--- src/rtl/ptp_loopback_latency.sv ---
// ptp_loopback_latency
//
// Pairs TX and RX PTP timestamps (96-bit: [95:48] sec, [47:16] ns, [15:0] fns)
// and reports per-frame TX->RX latency in ns / fractional ns. It also keeps
// min / max / count / error statistics for loopback characterisation.
//
// Ports
//   clk, rst                     logic clock, asynchronous active-low reset
//   s_axis_tx_ptp_ts_*           TX timestamp stream into the pairing FIFO
//   s_axis_rx_ptp_ts_*           RX timestamp stream; each one pops a TX entry
//   m_axis_lat_*                 latency result stream (ns, fns, err)
//   clear_stats                  synchronous clear of the statistics
//   lat_min_ns / lat_max_ns      min / max latency of good samples
//   sample_count / error_count   saturating good / error sample counters
//   rx_orphan                    one-cycle pulse: RX arrived with FIFO empty
//
// Handshake semantics (all three streams): a transfer happens on a rising
// clk edge where valid && ready. A producer holding valid keeps its data
// stable until the transfer. On the result stream, valid and data are
// registered and hold until ready; ready never depends combinationally on
// the same stream's valid.
//
// Pipeline: RX handshake (cycle N) -> stage 1 register (subtract) ->
// combinational correction -> output register (valid in cycle N+2).
module ptp_loopback_latency #(
  parameter int TS_FIFO_DEPTH = 16,
  parameter int LAT_WIDTH     = 32
) (
  input  logic                 clk,
  input  logic                 rst,
  input  logic [95:0]          s_axis_tx_ptp_ts_96,
  input  logic                 s_axis_tx_ptp_ts_valid,
  output logic                 s_axis_tx_ptp_ts_ready,
  input  logic [95:0]          s_axis_rx_ptp_ts_96,
  input  logic                 s_axis_rx_ptp_ts_valid,
  output logic                 s_axis_rx_ptp_ts_ready,
  output logic [LAT_WIDTH-1:0] m_axis_lat_ns,
  output logic [15:0]          m_axis_lat_fns,
  output logic                 m_axis_lat_err,
  output logic                 m_axis_lat_valid,
  input  logic                 m_axis_lat_ready,
  input  logic                 clear_stats,
  output logic [LAT_WIDTH-1:0] lat_min_ns,
  output logic [LAT_WIDTH-1:0] lat_max_ns,
  output logic [31:0]          sample_count,
  output logic [15:0]          error_count,
  output logic                 rx_orphan
);

  localparam int AW = $clog2(TS_FIFO_DEPTH);
  localparam logic [AW:0] FIFO_FULL_COUNT = (AW + 1)'(TS_FIFO_DEPTH);

  // Largest latency representable in LAT_WIDTH bits; anything above it is
  // reported as an error rather than silently truncated.
  localparam logic [63:0] LAT_LIMIT =
    (LAT_WIDTH >= 64) ? {64{1'b1}} : ((64'd1 << LAT_WIDTH) - 64'd1);

  localparam logic signed [33:0] NS_PER_SEC = 34'sd1_000_000_000;

  // ---------------------------------------------------------------------
  // TX timestamp FIFO
  // ---------------------------------------------------------------------
  logic [95:0]   fifo_mem [TS_FIFO_DEPTH];
  logic [AW-1:0] wr_ptr;
  logic [AW-1:0] rd_ptr;
  logic [AW:0]   fifo_count;
  logic          fifo_full;
  logic          fifo_empty;
  logic          tx_push;
  logic          rx_hs;
  logic          rx_pop;
  logic [95:0]   tx_head;

  // Full / empty come straight from the occupancy register, so a pop while
  // full only raises ready in the following cycle, and a push into an empty
  // FIFO is only visible to RX in the following cycle.
  assign fifo_full  = (fifo_count == FIFO_FULL_COUNT);
  assign fifo_empty = (fifo_count == '0);

  assign s_axis_tx_ptp_ts_ready = !fifo_full;
  assign tx_push = s_axis_tx_ptp_ts_valid && !fifo_full;
  assign rx_hs   = s_axis_rx_ptp_ts_valid && s_axis_rx_ptp_ts_ready;
  assign rx_pop  = rx_hs && !fifo_empty;
  assign tx_head = fifo_mem[rd_ptr];

  // Storage needs no reset: occupancy gates every read.
  always_ff @(posedge clk) begin
    if (tx_push) begin
      fifo_mem[wr_ptr] <= s_axis_tx_ptp_ts_96;
    end
  end

  always_ff @(posedge clk or negedge rst) begin
    if (!rst) begin
      wr_ptr     <= '0;
      rd_ptr     <= '0;
      fifo_count <= '0;
    end else begin
      if (tx_push) begin
        wr_ptr <= wr_ptr + 1'b1;
      end
      if (rx_pop) begin
        rd_ptr <= rd_ptr + 1'b1;
      end
      case ({tx_push, rx_pop})
        2'b10:   fifo_count <= fifo_count + 1'b1;
        2'b01:   fifo_count <= fifo_count - 1'b1;
        default: fifo_count <= fifo_count;
      endcase
    end
  end

  // ---------------------------------------------------------------------
  // Orphan RX pulse
  // ---------------------------------------------------------------------
  always_ff @(posedge clk or negedge rst) begin
    if (!rst) begin
      rx_orphan <= 1'b0;
    end else begin
      rx_orphan <= rx_hs && fifo_empty;
    end
  end

  // ---------------------------------------------------------------------
  // Stage 1: field-wise subtraction
  // ---------------------------------------------------------------------
  logic [47:0] sub_dsec;
  logic [16:0] sub_dfns;
  logic [32:0] sub_dns;

  // fns borrow propagates into the ns difference; dns is kept as a 33-bit
  // two's-complement value so a negative result survives to stage 2.
  assign sub_dsec = s_axis_rx_ptp_ts_96[95:48] - tx_head[95:48];
  assign sub_dfns = {1'b0, s_axis_rx_ptp_ts_96[15:0]} - {1'b0, tx_head[15:0]};
  assign sub_dns  = {1'b0, s_axis_rx_ptp_ts_96[47:16]} - {1'b0, tx_head[47:16]}
                    - {32'd0, sub_dfns[16]};

  logic        s1_valid;
  logic [47:0] s1_dsec;
  logic [15:0] s1_fns;
  logic [32:0] s1_dns;
  logic        out_can_load;
  logic        s1_fire;

  // Output register accepts new data when empty or draining this cycle.
  assign out_can_load = !m_axis_lat_valid || m_axis_lat_ready;
  assign s1_fire      = s1_valid && out_can_load;

  // RX is only blocked when both stage 1 and the output register are full
  // and the output is stalled.
  assign s_axis_rx_ptp_ts_ready = !s1_valid || out_can_load;

  always_ff @(posedge clk or negedge rst) begin
    if (!rst) begin
      s1_valid <= 1'b0;
      s1_dsec  <= '0;
      s1_fns   <= '0;
      s1_dns   <= '0;
    end else begin
      if (rx_pop) begin
        s1_valid <= 1'b1;
        s1_dsec  <= sub_dsec;
        s1_fns   <= sub_dfns[15:0];
        s1_dns   <= sub_dns;
      end else if (s1_fire) begin
        s1_valid <= 1'b0;
      end
    end
  end

  // ---------------------------------------------------------------------
  // Stage 2: second-boundary correction and range check (combinational)
  // ---------------------------------------------------------------------
  logic signed [33:0] dns_ext;
  logic signed [33:0] corr_ns;
  logic [33:0]        corr_mag;
  logic               corr_err;
  logic [LAT_WIDTH-1:0] res_ns;
  logic [15:0]          res_fns;

  assign dns_ext  = $signed({s1_dns[32], s1_dns});
  assign corr_mag = corr_ns;

  always_comb begin
    corr_ns  = dns_ext;
    corr_err = 1'b0;
    if (s1_dsec == 48'd0) begin
      corr_ns = dns_ext;
    end else if (s1_dsec == 48'd1) begin
      corr_ns = dns_ext + NS_PER_SEC;
    end else begin
      // RX earlier than TX by whole seconds, or more than one second apart.
      corr_err = 1'b1;
    end
    if (corr_ns[33]) begin
      corr_err = 1'b1;
    end
    if ({30'd0, corr_mag} > LAT_LIMIT) begin
      corr_err = 1'b1;
    end
  end

  always_comb begin
    res_ns  = LAT_WIDTH'(corr_mag);
    res_fns = s1_fns;
    if (corr_err) begin
      res_ns  = '1;
      res_fns = '1;
    end
  end

  // ---------------------------------------------------------------------
  // Output register
  // ---------------------------------------------------------------------
  always_ff @(posedge clk or negedge rst) begin
    if (!rst) begin
      m_axis_lat_valid <= 1'b0;
      m_axis_lat_ns    <= '0;
      m_axis_lat_fns   <= '0;
      m_axis_lat_err   <= 1'b0;
    end else begin
      if (s1_fire) begin
        m_axis_lat_valid <= 1'b1;
        m_axis_lat_ns    <= res_ns;
        m_axis_lat_fns   <= res_fns;
        m_axis_lat_err   <= corr_err;
      end else if (m_axis_lat_ready) begin
        m_axis_lat_valid <= 1'b0;
      end
    end
  end

  // ---------------------------------------------------------------------
  // Statistics, updated on the result handshake
  // ---------------------------------------------------------------------
  logic out_hs;
  assign out_hs = m_axis_lat_valid && m_axis_lat_ready;

  // clear_stats takes priority: a sample delivered in the clearing cycle is
  // still transferred but not counted.
  always_ff @(posedge clk or negedge rst) begin
    if (!rst) begin
      lat_min_ns   <= '1;
      lat_max_ns   <= '0;
      sample_count <= '0;
      error_count  <= '0;
    end else if (clear_stats) begin
      lat_min_ns   <= '1;
      lat_max_ns   <= '0;
      sample_count <= '0;
      error_count  <= '0;
    end else if (out_hs) begin
      if (m_axis_lat_err) begin
        if (error_count != 16'hFFFF) begin
          error_count <= error_count + 16'd1;
        end
      end else begin
        if (sample_count != 32'hFFFF_FFFF) begin
          sample_count <= sample_count + 32'd1;
        end
        if (m_axis_lat_ns < lat_min_ns) begin
          lat_min_ns <= m_axis_lat_ns;
        end
        if (m_axis_lat_ns > lat_max_ns) begin
          lat_max_ns <= m_axis_lat_ns;
        end
      end
    end
  end

endmodule
--- config.mk ---
export PLATFORM = sky130hd
export DESIGN_NAME = ptp_loopback_latency
export DESIGN_NICKNAME = d
export VERILOG_FILES = /design/src/rtl/ptp_loopback_latency.sv
export SDC_FILE = /design/constraint.sdc
export NUM_CORES = 2
export LEC_CHECK = 0
export CORE_UTILIZATION = 30
export DETAILED_ROUTE_END_ITERATION = 7
export GPL_TIMING_DRIVEN = 0
export PLACE_DENSITY_LB_ADDON = 0.12
export RECOVER_POWER = 50
export SETUP_SLACK_MARGIN = 0.05
export SYNTH_ARGS = -nofsm -noshare
export SYNTH_HDL_FRONTEND = slang
export SYNTH_SLANG_ARGS = --single-unit
export TNS_END_PERCENT = 50
--- constraint.sdc ---
create_clock -name clk -period 8.7 [get_ports clk]
set_input_delay 1.305 -clock clk [delete_from_list [all_inputs] [get_ports clk]]
set_output_delay 1.305 -clock clk [all_outputs]
set_load 0.02 [all_outputs]
==> results.md <==
- Status: finished with violations
- Failing checks: max-capacitance violations, max-slew violations
- PnR worst setup slack: 0.4353 ns
- Worst path slowest cell: mux4_2
- Logic pwr share: 39.8%
- Die area: 256200 sq um
- Row count: 184
- Tmin final: 8.265 ns
- Post-Route WL: 234.6 mm
- Total GRT Usage: 18.29%
- Final hold slack: 0.4563 ns
- Pint: 20.70 mW
- Switching pwr: 11.38 mW
- Drt drc: 0
- Max Slew Vio Count: 244
- Final std cells w/o fill: 8516
- R2R Path End: s1_dns[16]$_DFFE_PN0P_
- Rel. slew slack: -183.7%
- Clock network fraction of design power: 26.4%
- Final setup skew: 0.06492 ns
- Die width: 506.1 microns
- M1 GR Usage: 25.72%
- Wire per inst: 27.54 microns
- Crit Path Max Fanout: 10
- CTS tree: yes
- GR Util met3: 3.586%
- Largest net degree at the start of global routing: 108
- Placer Congestion: 0.7814
- Worst slew pin tran: 4.256 ns
- RSZ-0062 raised after global routing: no
- Endpoints failing hold: 0
- Syn Area/Cell: 17.81 sq um
- Sw frac: 35.47%
- Post-synth cell types: 79
- Worst Reg2Reg Path Length in Cells: 31
- Max-cap check violation count: 8
- Synthesized Nets: 4683
- Crit path DAT: 8.99 ns
- Initial antenna violation count: 60
- Core ar.: 252100 sq um
- Post-synth EDFFs: 1536
- Worst setup SP type: flip-flop
- Grt total ovfl: 0
- Busiest grt layer: met2
- DR iter-0 viols: 3912
- Seq pwr share: 33.8%
- Worst skew pair latency: 0.88 ns
- Post-DRT Antenna Nets: 0
- Drt pass-1 iters: 5
- Cell area after layout: 93400 sq um
- Post-layout nets: 5380
- Critical Path RT: 9.43 ns
- Mapped Cells: 4280
- Vias post-DR: 42210
- Fmax achieved: 121.0 MHz
- CP Class: reg -> reg
- Clock buffer depth: 3
- Area delta synth->final: 22.50%
- Worst path max stage delay: 0.56 ns
- Crit. End Element: flip-flop
- Worst Setup SP: rd_ptr[1]$_DFFE_PN0P_
- R2R Path Start: rd_ptr[1]$_DFFE_PN0P_
- Die Y-Extent: 506.1 microns
- CTS buffer count: 200
- Clock Sinks: 1810
- Mapped cell area: 76250 sq um
- Share of flip-flops with an asynchronous set or reset: 15.14%
- Top_reg_cell synth: edfxtp_1
- Root Buffer: clkbuf_16
- H-tree depth: 4
- GRT met2 Usage: 28.51%
- Worst IR drop on VDD: 0.2716 mV
- Leakage power: 31.94 nW
- PortBufs: 361
- Number of global-route vias before repair: 43180
- Worst-path clk slew: 0.06 ns
- Routed vias/inst: 4.957
- Cell Area, Placed: 86630 sq um
- Final period util: 95.00%
- First-pass GRT wire length: 331.5 mm
- Dpl ws: -2.081 ns
- Synth warnings: 0
- Crit path capture: s1_dns[16]$_DFFE_PN0P_
- Min-delay worst type: reg -> reg
- IO Pins: 363
- Initial Util: 30.25%
- Setup Viol. Count Final: 0
- R2r setup slk: 0.44 ns
- Share of layout cells above drive strength 1: 19.88%
- DP Cell Count: 8117
- TNS Setup: 0 ns
- Power per cell area: 343.5 nW/um^2
- Register area share after synthesis: 69.54%
- Yosys reg bits: 1810
- DP Wirelength: 165.2 mm
[cell type report]
| class | count | area (sq um) |
|---|---|---|
| Antenna cell | 18 | 45.04 |
| Buffer | 187 | 932.1 |
| Clock buffer | 251 | 5286 |
| Clock inverter | 124 | 1320 |
| Fill cell | 23480 | 158700 |
| Inverter | 257 | 964.7 |
| Multi-Input combinational cell | 2024 | 21650 |
| Sequential cell | 1810 | 53020 |
| Tap cell | 3348 | 4189 |
| Timing Repair Buffer | 497 | 5988 |
[through the flow]
step,util [%],power [mW]
after global placement,33.34,23.73
after CTS,37.05,32.48
after global routing,37.04,33.84
after floorplan,-,19.21
after detailed placement,34.36,23.79
final,37.05,32.08
[synth_stat cells, types with 10 or more instances]
cell / count / area share, %
edfxtp_1: 1536 / 60
mux4_2: 480 / 14
inv_1: 256 / 1.3
dfrtp_1: 242 / 7.9
nand2_1: 239 / 1.2
ha_1: 200 / 3.3
nor2_1: 141 / 0.69
o21ai_0: 138 / 0.91
clkbuf_1: 134 / 0.66
a21oi_1: 114 / 0.75
xor2_1: 87 / 1.0
o211ai_1: 71 / 0.70
xnor2_1: 69 / 0.79
a21o_1: 66 / 0.65
buf_1: 43 / 0.21
nand4_1: 40 / 0.33
nand3_1: 38 / 0.25
mux2i_1: 34 / 0.45
nor3_1: 33 / 0.22
dfstp_2: 32 / 1.1
o22a_1: 27 / 0.31
o21a_1: 26 / 0.26
nor2b_1: 19 / 0.16
nand2b_1: 17 / 0.14
nor4_1: 17 / 0.14
o31ai_1: 14 / 0.14
and3_1: 12 / 0.098
buf_2: 12 / 0.079
a31oi_1: 10 / 0.082
[state kept, by name, summed over array words and instances (netlist names), 4 cells and up]
signal          cells
s1_fns             16
m_axis_lat_ns      32
sample_count       32
error_count        16
m_axis_lat_fns     16
lat_min_ns         32
s1_dsec            48
fifo_mem         1536
fifo_count          5
wr_ptr              4
rd_ptr              4
lat_max_ns         32
s1_dns             33
[layout by cell type, fill, tap and decap left out, types with 87 or more instances in the layout]
cell type,n
o21ai_0,137
nand2_1,239
clkdlybuf4s50_1,262
a21oi_1,114
nor2_1,136
edfxtp_1,1536
mux4_2,480
dfrtp_1,240
inv_1,256
clkbuf_1,158
ha_1,200
xor2_1,87
dlygate4sd3_1,98
clkbuf_16,201
[cell families after synthesis]
kind of cell	count (synthesis)	share of synthesized area, %
XOR/XNOR	156	1.792
adder cells (fa/ha/maj)	205	3.413
AND/OR/NAND/NOR	606	3.681
multiplexers	514	14.62
buffers and inverters	446	2.215
AO/OA/AOI/OAI	543	4.736
flip-flops	1810	69.54
[critical path, delay by kind of cell, from the launching register on]
kind	cells	cell delay, ns
AO/OA/AOI/OAI	15	3.19
XOR/XNOR	1	0.23
adder cells (fa/ha/maj)	5	1.77
buffers and inverters	4	0.90
flip-flops	1	0.36
multiplexers	2	0.91
AND/OR/NAND/NOR	4	0.73
[metal layers]
| layer | share of wire [%] | up-vias |
|---|---|---|
| met5 | 0.065 | - |
| met4 | 2.6 | 26 |
| met3 | 5.6 | 311 |
| met2 | 46 | 1116 |
| met1 | 45 | 22360 |
| li1 | - | 18400 |
[power by group through the flow]
stage                     Clock [mW]  Sequential, mW  Combinational (mW)
final                           8.47            10.8                12.8
after global routing            9.03            10.9                13.9
after CTS                       8.71            10.8                12.9
after detailed placement           0            11.0                12.8
after global placement             0            11.3                12.4
after floorplan                    0            11.0                8.25
[how the worst min path moves through the flow]
stage                                       start  slack [ns]  cells after the start                            end
final                       s1_fns[0]$_DFFE_PN0P_        0.46                      1  m_axis_lat_fns[0]$_DFFE_PN0P_
after global routing        s1_fns[0]$_DFFE_PN0P_        0.48                      1  m_axis_lat_fns[0]$_DFFE_PN0P_
after floorplan             s1_dns[1]$_DFFE_PN0P_        0.45                      2          s1_dns[1]$_DFFE_PN0P_
after detailed placement     s1_valid$_DFFE_PN0P_        0.47                      1   m_axis_lat_valid$_DFFE_PN0P_
after global placement    s1_dsec[23]$_DFFE_PN0P_        0.46                      1        s1_dsec[23]$_DFFE_PN0P_
after CTS                                     rst        0.34                      1   sample_count[26]$_DFFE_PN0P_
[what timing repair did]
| item | 4_1_cts | 5_1_grt |
|---|---|---|
| buffers inserted | 0 | 7 |
| setup endpoints to repair | 28 | 7 |
| pin swaps | 0 | 5 |
| hold buffers | 0 | 0 |
| gates resized for setup | 96 | 35 |
Power figures use the tool's default switching activity.
